[src/rtl/pipe_stage_skid_pkg.sv]
// Shared definitions for the handshaked pipeline stage: default widths, the
// bubble instruction and the stage occupancy encoding.
package pipe_stage_skid_pkg;

  localparam int          XLEN     = 32;
  localparam int          INST_LEN = 32;
  localparam logic [31:0] INST_NOP = 32'h0000_0013;  // addi x0, x0, 0
  localparam int          SB_W_DEF = 4;

  typedef enum logic [1:0] {
    ST_EMPTY = 2'd0,
    ST_BUSY  = 2'd1,
    ST_FULL  = 2'd2
  } pipe_state_e;

endpackage

[src/rtl/pipe_stage_skid_slot.sv]
// One payload slot {addr, data, sb} with a load enable; the stage keeps two of
// these (MAIN and SKID).
module pipe_stage_skid_slot #(
  parameter int ADDR_W = 32,
  parameter int INST_W = 32,
  parameter int SB_W   = 4
) (
  input  logic              clk,
  input  logic              i_load,
  input  logic [ADDR_W-1:0] i_addr,
  input  logic [INST_W-1:0] i_data,
  input  logic [SB_W-1:0]   i_sb,
  output logic [ADDR_W-1:0] o_addr,
  output logic [INST_W-1:0] o_data,
  output logic [SB_W-1:0]   o_sb
);

  logic [ADDR_W-1:0] r_addr;
  logic [INST_W-1:0] r_data;
  logic [SB_W-1:0]   r_sb;

  // NOTE: payload registers carry no reset; validity lives in the stage FSM,
  // and unreset datapath flops stay cheap and never leak since outputs are masked.
  always_ff @(posedge clk) begin
    if (i_load) begin
      r_addr <= i_addr;
      r_data <= i_data;
      r_sb   <= i_sb;
    end
  end

  assign o_addr = r_addr;
  assign o_data = r_data;
  assign o_sb   = r_sb;

endmodule

[src/rtl/pipe_stage_skid.sv]
// Handshaked pipeline stage with a 2-entry skid buffer, flush and NOP bubbles.
// Optional perf counters are built when PIPE_PERF_CNT_EN is defined.
module pipe_stage_skid
  import pipe_stage_skid_pkg::*;
#(
  parameter int                ADDR_W  = XLEN,
  parameter int                INST_W  = INST_LEN,
  parameter int                SB_W    = SB_W_DEF,
  parameter logic [INST_W-1:0] NOP_VAL = INST_W'(INST_NOP),
  parameter int                CNT_W   = 32
) (
  input  logic              clk,
  input  logic              rst,
  input  logic              i_valid,
  output logic              o_ready,
  input  logic [ADDR_W-1:0] i_inst_addr,
  input  logic [INST_W-1:0] i_inst_data,
  input  logic [SB_W-1:0]   i_sb,
  input  logic              i_flush,
  output logic              o_valid,
  input  logic              i_ready,
  output logic [ADDR_W-1:0] o_inst_addr,
  output logic [INST_W-1:0] o_inst_data,
  output logic [SB_W-1:0]   o_sb,
  output logic [CNT_W-1:0]  o_stall_cnt,
  output logic [CNT_W-1:0]  o_bubble_cnt
);

  pipe_state_e r_state, w_state_nxt;
  logic        w_in_fire, w_out_fire;
  logic        w_load_main, w_load_skid, w_main_from_skid;

  logic [ADDR_W-1:0] w_main_addr, w_skid_addr, w_main_addr_in;
  logic [INST_W-1:0] w_main_data, w_skid_data, w_main_data_in;
  logic [SB_W-1:0]   w_main_sb,   w_skid_sb,   w_main_sb_in;

  // Handshake outputs decode registered state only; no path from i_ready.
  assign o_valid    = (r_state != ST_EMPTY);
  assign o_ready    = (r_state != ST_FULL);
  assign w_in_fire  = i_valid & o_ready;
  assign w_out_fire = o_valid & i_ready;

  always_ff @(posedge clk) begin
    if (rst) r_state <= ST_EMPTY;
    else     r_state <= w_state_nxt;
  end

  always_comb begin
    // NOTE: every output of this block is defaulted first so no path infers a latch.
    w_state_nxt      = r_state;
    w_load_main      = 1'b0;
    w_load_skid      = 1'b0;
    w_main_from_skid = 1'b0;
    unique case (r_state)
      ST_EMPTY: if (w_in_fire) begin
        w_load_main = 1'b1;
        w_state_nxt = ST_BUSY;
      end
      ST_BUSY: begin
        if (w_in_fire && w_out_fire) begin
          w_load_main = 1'b1;
        end else if (w_in_fire) begin
          w_load_skid = 1'b1;
          w_state_nxt = ST_FULL;
        end else if (w_out_fire) begin
          w_state_nxt = ST_EMPTY;
        end
      end
      ST_FULL: if (w_out_fire) begin
        w_load_main      = 1'b1;
        w_main_from_skid = 1'b1;
        w_state_nxt      = ST_BUSY;
      end
      default: w_state_nxt = ST_EMPTY;
    endcase
    if (i_flush) begin
      w_state_nxt = ST_EMPTY;
      w_load_main = 1'b0;
      w_load_skid = 1'b0;
    end
  end

  assign w_main_addr_in = w_main_from_skid ? w_skid_addr : i_inst_addr;
  assign w_main_data_in = w_main_from_skid ? w_skid_data : i_inst_data;
  assign w_main_sb_in   = w_main_from_skid ? w_skid_sb   : i_sb;

  pipe_stage_skid_slot #(.ADDR_W(ADDR_W), .INST_W(INST_W), .SB_W(SB_W)) u_main (
    .clk    (clk),
    .i_load (w_load_main),
    .i_addr (w_main_addr_in),
    .i_data (w_main_data_in),
    .i_sb   (w_main_sb_in),
    .o_addr (w_main_addr),
    .o_data (w_main_data),
    .o_sb   (w_main_sb)
  );

  pipe_stage_skid_slot #(.ADDR_W(ADDR_W), .INST_W(INST_W), .SB_W(SB_W)) u_skid (
    .clk    (clk),
    .i_load (w_load_skid),
    .i_addr (i_inst_addr),
    .i_data (i_inst_data),
    .i_sb   (i_sb),
    .o_addr (w_skid_addr),
    .o_data (w_skid_data),
    .o_sb   (w_skid_sb)
  );

  // Downstream sees a clean NOP bubble whenever nothing valid is held.
  assign o_inst_addr = o_valid ? w_main_addr : '0;
  assign o_inst_data = o_valid ? w_main_data : NOP_VAL;
  assign o_sb        = o_valid ? w_main_sb   : '0;

`ifdef PIPE_PERF_CNT_EN
  logic [CNT_W-1:0] r_stall_cnt, r_bubble_cnt;

  // Saturating counters; only rst clears them, flush leaves them alone.
  always_ff @(posedge clk) begin
    if (rst) begin
      r_stall_cnt  <= '0;
      r_bubble_cnt <= '0;
    end else begin
      if (o_valid && !i_ready && (r_stall_cnt != '1))
        r_stall_cnt <= r_stall_cnt + CNT_W'(1);
      if (!o_valid && (r_bubble_cnt != '1))
        r_bubble_cnt <= r_bubble_cnt + CNT_W'(1);
    end
  end

  assign o_stall_cnt  = r_stall_cnt;
  assign o_bubble_cnt = r_bubble_cnt;
`else
  assign o_stall_cnt  = '0;
  assign o_bubble_cnt = '0;
`endif

endmodule

[config.mk]
export PLATFORM = sky130hd
export DESIGN_NAME = pipe_stage_skid
export DESIGN_NICKNAME = d
export VERILOG_FILES = /design/src/rtl/pipe_stage_skid_pkg.sv /design/src/rtl/pipe_stage_skid_slot.sv /design/src/rtl/pipe_stage_skid.sv
export SDC_FILE = /design/constraint.sdc
export NUM_CORES = 1
export LEC_CHECK = 0
export ABC_AREA = 0
export BUFFER_PORTS_ARGS = -buffer_cell sky130_fd_sc_hd__buf_2
export CAP_MARGIN = 0
export CORE_MARGIN = 2
export CORE_UTILIZATION = 46
export CTS_CLUSTER_SIZE = 20
export DETAILED_ROUTE_END_ITERATION = 7
export PLACE_DENSITY = 0.77
export SLEW_MARGIN = 25
export SYNTH_ARGS = -nofsm -noshare
export SYNTH_HDL_FRONTEND = slang
export SYNTH_SLANG_ARGS = --single-unit
[constraint.sdc]
create_clock -name clk -period 6.7 [get_ports clk]
set_input_delay 0.67 -clock clk [delete_from_list [all_inputs] [get_ports clk]]
set_output_delay 0.67 -clock clk [all_outputs]
set_load 0.05 [all_outputs]
==> impl_metrics.ini, run 1 <==
[clocking]
cts_inserted_buffers = 17
clock_tree_buf_depth = 2
cts_hold_repair.buffers = 0
tritoncts = done
library_cell_used_as_clock_root_buffer = clkbuf_16
postCtsSetupBuffers = 0
clock-sinks = 138
h_tree_levels = 4
clk_latency_ns = 0.41
cts_repair_resize_count = 0
clock_transition_time_at_the_flip_flop_clock_pins_of_the_worst_setup_and_hold_paths_ns = 0.06

[critical_path]
crit_path_max_fanout = 40
regToRegStartpoint = r_state[1]
crit_arrival_ns = 2.87
r2r-end = u_main.o_addr[12]
worstSetupStartpointType = flop
depth_of_the_most_critical_reg_to_reg_path = 4
worst_setup_path_end_kind = flop
reg2reg_slack_ns = 3.87
data_required_time_at_the_worst_endpoint_ns = 6.74
timing.setup.critical_path_class = flop to flop

[detailed_routing]
final_antenna_net_count = 0
total_detailed_routing_wirelength_um = 10720
dr_wl_cell_um = 15.16
drt-vias-per-instance = 4.506
dr.first_iter.drc_count = 138
drt-pass1-iter-count = 4
via_count = 3186
drc = 0

[global_route]
grt_pass1_vias = 3307
grt_pass1_wl_um = 16440
globalRoute.totalOverflow = 0
grtUsageTotal_pct = 15.04
grt_start_max_net_pins = 70
antenna_found_initial = 2

[synthesis]
synth_area_um2 = 6253
async_reset_ff_share_pct = 0
synth_flop_cell = edfxtp_1
syn-instance-count = 367
yosys_warnings = 0
synth_seq_cells = 138
synth-seq-area-share_pct = 65.95
synthDistinctLibCells = 21
syn_avg_cell_area_um2 = 17.04
synth-edff-count = 136

[sta]
timing_worst_slew_pin_value_ns = 0.9099
rsz0062_at_grt = no
max_freq_mhz = 353.9
final_max_slew_viols = 0
post-route-period-util_pct = 42.17
relSlewSlack_pct = 39.21
final-hold-violation-count = 0
postLayoutSetupSlackWorst_ns = 3.874
setup-violations-final = 0
post-route-min-period_ns = 2.826
setup_tns_ns = 0
timing.clock.skew_ns = 0.007476

[pwr]
p_leak_nw = 3.278
worst_ir_drop_vdd_uv = 162.2
power.density_nw_per_um2 = 279.9

[die]
die-area_um2 = 14540
ios = 207
placeableCoreArea_um2 = 13240
die_h_um = 120.6
initial_cell_density_of_the_core_pct = 47.22
die_width_um = 120.6
number_of_placement_rows = 42

[placed_design]
gp_congestion = 0.7702
numPortBuffers = 142
detailed_place_hpwl_um = 7211
place_worst_setup_slack_ns = 3.684

[final_layout]
num-fill-cells = 1071
post_route_cells_drive_above_1_share_pct = 46.50
flow.area_growth_from_synthesis_pct = 19.05
finalNetCount = 589
register_area_um2 = 4124
multiInputGateArea_um2 = 1788

[hold_path]
hold_path_class = primary input to flop
worstHoldStart = rst
min_to = r_state[1]
worst_hold_path.num_cells = 2

[run_status]
run_status = finished clean

[run]
max_cap_viol_count = 0
## area by class of cell
cell class              count  share of cell area [%]
clock buffers              20                   5.866
clock inverters            12                   1.697
diodes                      2                 0.06723
well taps                 176                   2.958
flip-flops and latches    138                   55.40
inverters                   1                 0.05042
multi-input cells         212                   24.02
repair buffers            146                   9.950
## report_power, final
| part | switching, W | internal, W | total [W] |
|---|---|---|---|
| Combinational | 0.000168 | 0.0000590 | 0.000227 |
| Sequential | 0.00000462 | 0.000975 | 0.000980 |
| Clock | 0.000333 | 0.000544 | 0.000877 |
## stage by stage
step / hold slack, ns / cells / power, W / cell area, um^2 / util (%)
floorplan: 0.5216 / 430 / 0.001204 / 6490 / -
global placement: 0.5312 / 673 / 0.001221 / 6874 / 51.91
detailed placement: 0.5342 / 673 / 0.001225 / 6874 / 51.91
CTS: 0.4263 / 705 / 0.002105 / 7437 / 56.16
global route: 0.4322 / 706 / 0.002151 / 7442 / 56.20
finish: 0.4436 / 707 / 0.002084 / 7445 / 56.22
## how the worst max path moves through the flow
stage / from / endpoint / slack, ns
final: r_state[1] / u_main.o_addr[12] / 3.87
after CTS: r_state[0] / o_inst_addr[30] / 3.81
after floorplan: i_ready / u_skid.o_addr[0] / 0.32
after global placement: i_ready / u_main.o_addr[11] / 3.75
after global routing: r_state[1] / u_main.o_addr[25] / 3.69
after detailed placement: i_ready / u_main.o_addr[12] / 3.68
## synthesized netlist by cell type, types with 2 or more instances
library cell	instances	area share, %
and2_1	65	6.5
a21oi_1	2	0.16
clkbuf_1	5	0.30
dfxtp_1	2	0.64
nand2b_1	4	0.40
buf_4	64	7.7
buf_6	7	1.3
buf_2	3	0.24
mux2_4	68	16
edfxtp_1	136	65
## worst max-delay path: stages (launching register included)
cell and delay, ns:
dfxtp_1 0.37, nor2b_2 0.25, nand2_4 0.35, a21oi_4 0.85
buf_4 0.59
## layout by cell type (no fill, tap or decap)
cell	n
dfxtp_1	2
buf_4	4
nand2_4	1
clkinv_2	1
edfxtp_1	136
nor2b_2	1
a21oi_4	1
a21oi_1	1
nor3b_2	1
buf_2	142
and2b_1	1
clkinv_4	1
nand2b_1	4
nand2_1	1
or2_4	1
inv_1	1
clkbuf_1	3
clkinvlp_4	6
or3_1	1
nor4_1	1
and2_1	65
diode_2	2
bufinv_16	2
conb_1	64
clkinv_1	2
clkbuf_16	17
mux2_4	68
a311oi_1	1
## per-layer routing
metal  track usage (%)  part of all wire [%]  up-vias
met5                 0                     0        -
met4             6.831                   2.0        0
met3             5.566                   9.0       14
met2             23.80                    48      170
met1             18.43                    41     1516
li1                  -                     -     1486
## sequential cells by signal, indices dropped and copies added (netlist names)
name           flops
r_state            2
u_main.o_addr     32
u_main.o_data     32
u_main.o_sb        4
u_skid.o_addr     32
u_skid.o_data     32
u_skid.o_sb        4
## kinds of logic after synthesis
family	synth area share [%]
DFF	65.95
buffers and inverters	9.544
and+or+nand+nor	7.823
muxes	16.33
AOI/OAI and AO/OA	0.3002
other	0.05997
Power figures use the tool's default switching activity.
==> run 2, diff against run 1 <==
--- a/config.mk
+++ b/config.mk
@@ -9,10 +9,10 @@
 export BUFFER_PORTS_ARGS = -buffer_cell sky130_fd_sc_hd__buf_2
 export CAP_MARGIN = 0
 export CORE_MARGIN = 2
-export CORE_UTILIZATION = 46
+export CORE_UTILIZATION = 51
 export CTS_CLUSTER_SIZE = 20
 export DETAILED_ROUTE_END_ITERATION = 7
-export PLACE_DENSITY = 0.77
+export PLACE_DENSITY = 0.81
 export SLEW_MARGIN = 25
 export SYNTH_ARGS = -nofsm -noshare
 export SYNTH_HDL_FRONTEND = slang
==> constraint.sdc (replaced) <==
create_clock -name clk -period 2.6 [get_ports clk]
set_input_delay 0.26 -clock clk [delete_from_list [all_inputs] [get_ports clk]]
set_output_delay 0.26 -clock clk [all_outputs]
set_load 0.05 [all_outputs]
==> run 2 against run 1 <==
Against the previous run:
- clock power grew to 2.6 times the previous value
- cell count shrank 3.7%
- total power grew to 2.6 times the previous value
==> impl_metrics.ini, run 2 (synthesized netlist as in run 1, its figures left out) <==
[pwr]
power.density_nw_per_um2 = 724.0
worst_ir_drop_vdd_uv = 504.0
p_leak_nw = 3.320

[run_status]
run_status = finished clean

[global_route]
grtUsageTotal_pct = 16.01
grt_start_max_net_pins = 55
antenna_found_initial = 3
grt_pass1_wl_um = 15720
globalRoute.totalOverflow = 0
grt_pass1_vias = 3146

[die]
number_of_placement_rows = 40
placeableCoreArea_um2 = 12010
die_width_um = 114.7
initial_cell_density_of_the_core_pct = 52.06
die_h_um = 114.7
die-area_um2 = 13160
ios = 207

[clocking]
cts_hold_repair.buffers = 0
postCtsSetupBuffers = 0
h_tree_levels = 4
clock-sinks = 138
cts_repair_resize_count = 0
library_cell_used_as_clock_root_buffer = clkbuf_16
clock_transition_time_at_the_flip_flop_clock_pins_of_the_worst_setup_and_hold_paths_ns = 0.05
clock_tree_buf_depth = 2
tritoncts = done
clk_latency_ns = 0.42
cts_inserted_buffers = 17

[critical_path]
crit_path_top_delay_cell = or2_2
timing.critical_path.slowest_cell_delay_ns = 0.60
reg2reg_slack_ns = 0.67
worstSetupStartpointType = flop
crit_path_max_fanout = 46
regToRegStartpoint = r_state[1]
crit_chain = or2_2 > buf_4 > and2_1 > buf_2
r2r-end = u_main.o_data[1]
worst_setup_path_end_kind = output pin
data_required_time_at_the_worst_endpoint_ns = 2.34
crit_arrival_ns = 2.13
depth_of_the_most_critical_reg_to_reg_path = 4
timing.setup.critical_path_class = flop to output pin

[detailed_routing]
drt-pass1-iter-count = 4
dr.first_iter.drc_count = 105
total_detailed_routing_wirelength_um = 10390
dr_wl_cell_um = 15.25
final_antenna_net_count = 0
drc = 0
via_count = 3185
drt-vias-per-instance = 4.677

[final_layout]
finalCoreUtilization_pct = 62.33
flow.area_growth_from_synthesis_pct = 19.73
layout_commonest_cell = buf_2
post_route_cells_drive_above_1_share_pct = 47.56
finalNetCount = 592
layout.cells.most_common_list = buf_2, edfxtp_1, mux2_4

[sta]
setup_tns_ns = 0
timing.clock.skew_ns = 0.01134
timing_worst_slew_pin_value_ns = 0.6939
setup-violations-final = 0
post-route-min-period_ns = 2.385
final_max_slew_viols = 0
final-hold-violation-count = 0
relSlewSlack_pct = 53.74
rsz0062_at_grt = no
max_freq_mhz = 419.2
post-route-period-util_pct = 91.74

[placed_design]
numPortBuffers = 142
detailed_place_hpwl_um = 6990
gp_congestion = 0.7505

[run]
max_cap_viol_count = 0

[hold_path]
hold_path_class = primary input to flop
worstHoldStart = rst
worst_hold_path.num_cells = 2
min_to = r_state[1]
[run 2: power by group]
group | switching [W] | total [W] | internal, W | leakage, nW
Combinational | 0.000432 | 0.000590 | 0.000158 | 1.79
Sequential | 0.0000126 | 0.00252 | 0.00251 | 1.27
Clock | 0.000901 | 0.00231 | 0.00141 | 0.261
Total | 0.00135 | 0.00542 | 0.00408 | 3.32
[run 2: routing by layer]
metal	up-vias	track usage [%]	wire length, um
met1	1506	19.42	4268
met4	2	7.149	161
met2	165	25.17	5048
li1	1496	-	-
met5	-	0	11
met3	16	6.800	899
[run 2: worst max-delay path, delay by kind of cell (launching register included)]
family                 cells  cell delay, ns
buffers and inverters      2            0.56
flip-flops                 1            0.40
AND/OR/NAND/NOR            2            0.74
[run 2: area by class of cell]
type,count,area [um^2]
Tap cell,147,183.9
Inverter,1,3.754
Clock inverter,15,152.6
Multi-Input combinational cell,212,1792
Sequential cell,138,4124
Clock buffer,17,425.4
Timing Repair Buffer,149,800.8
Antenna cell,2,5.005
Fill cell,889,4524
[run 2: how the worst max path moves through the flow]
| stage | cells past startpoint | from | slack (ns) | end |
|---|---|---|---|---|
| finish | 4 | r_state[0] | 0.21 | o_inst_addr[13] |
| detailed placement | 4 | r_state[0] | 0.64 | o_inst_addr[13] |
| global placement | 4 | r_state[1] | 0.74 | u_main.o_data[1] |
| global route | 4 | r_state[0] | 0.04 | o_inst_addr[6] |
| CTS | 4 | r_state[0] | 0.16 | o_inst_addr[13] |
| floorplan | 2 | r_state[1] | -0.12 | u_skid.o_addr[0] |
[run 2: per-stage QoR]
step / setup WS, ns / area (um^2) / hold slack [ns] / total power [W] / std cells
floorplan: -0.1160 / 6513 / 0.3321 / 0.003100 / 430
global placement: 0.7362 / 6904 / 0.4454 / 0.003146 / 647
detailed placement: 0.6356 / 6904 / 0.4481 / 0.003162 / 647
CTS: 0.1563 / 7482 / 0.008141 / 0.005474 / 679
global route: 0.04137 / 7482 / 0.01762 / 0.005586 / 679
finish: 0.2147 / 7487 / 0.02644 / 0.005421 / 681
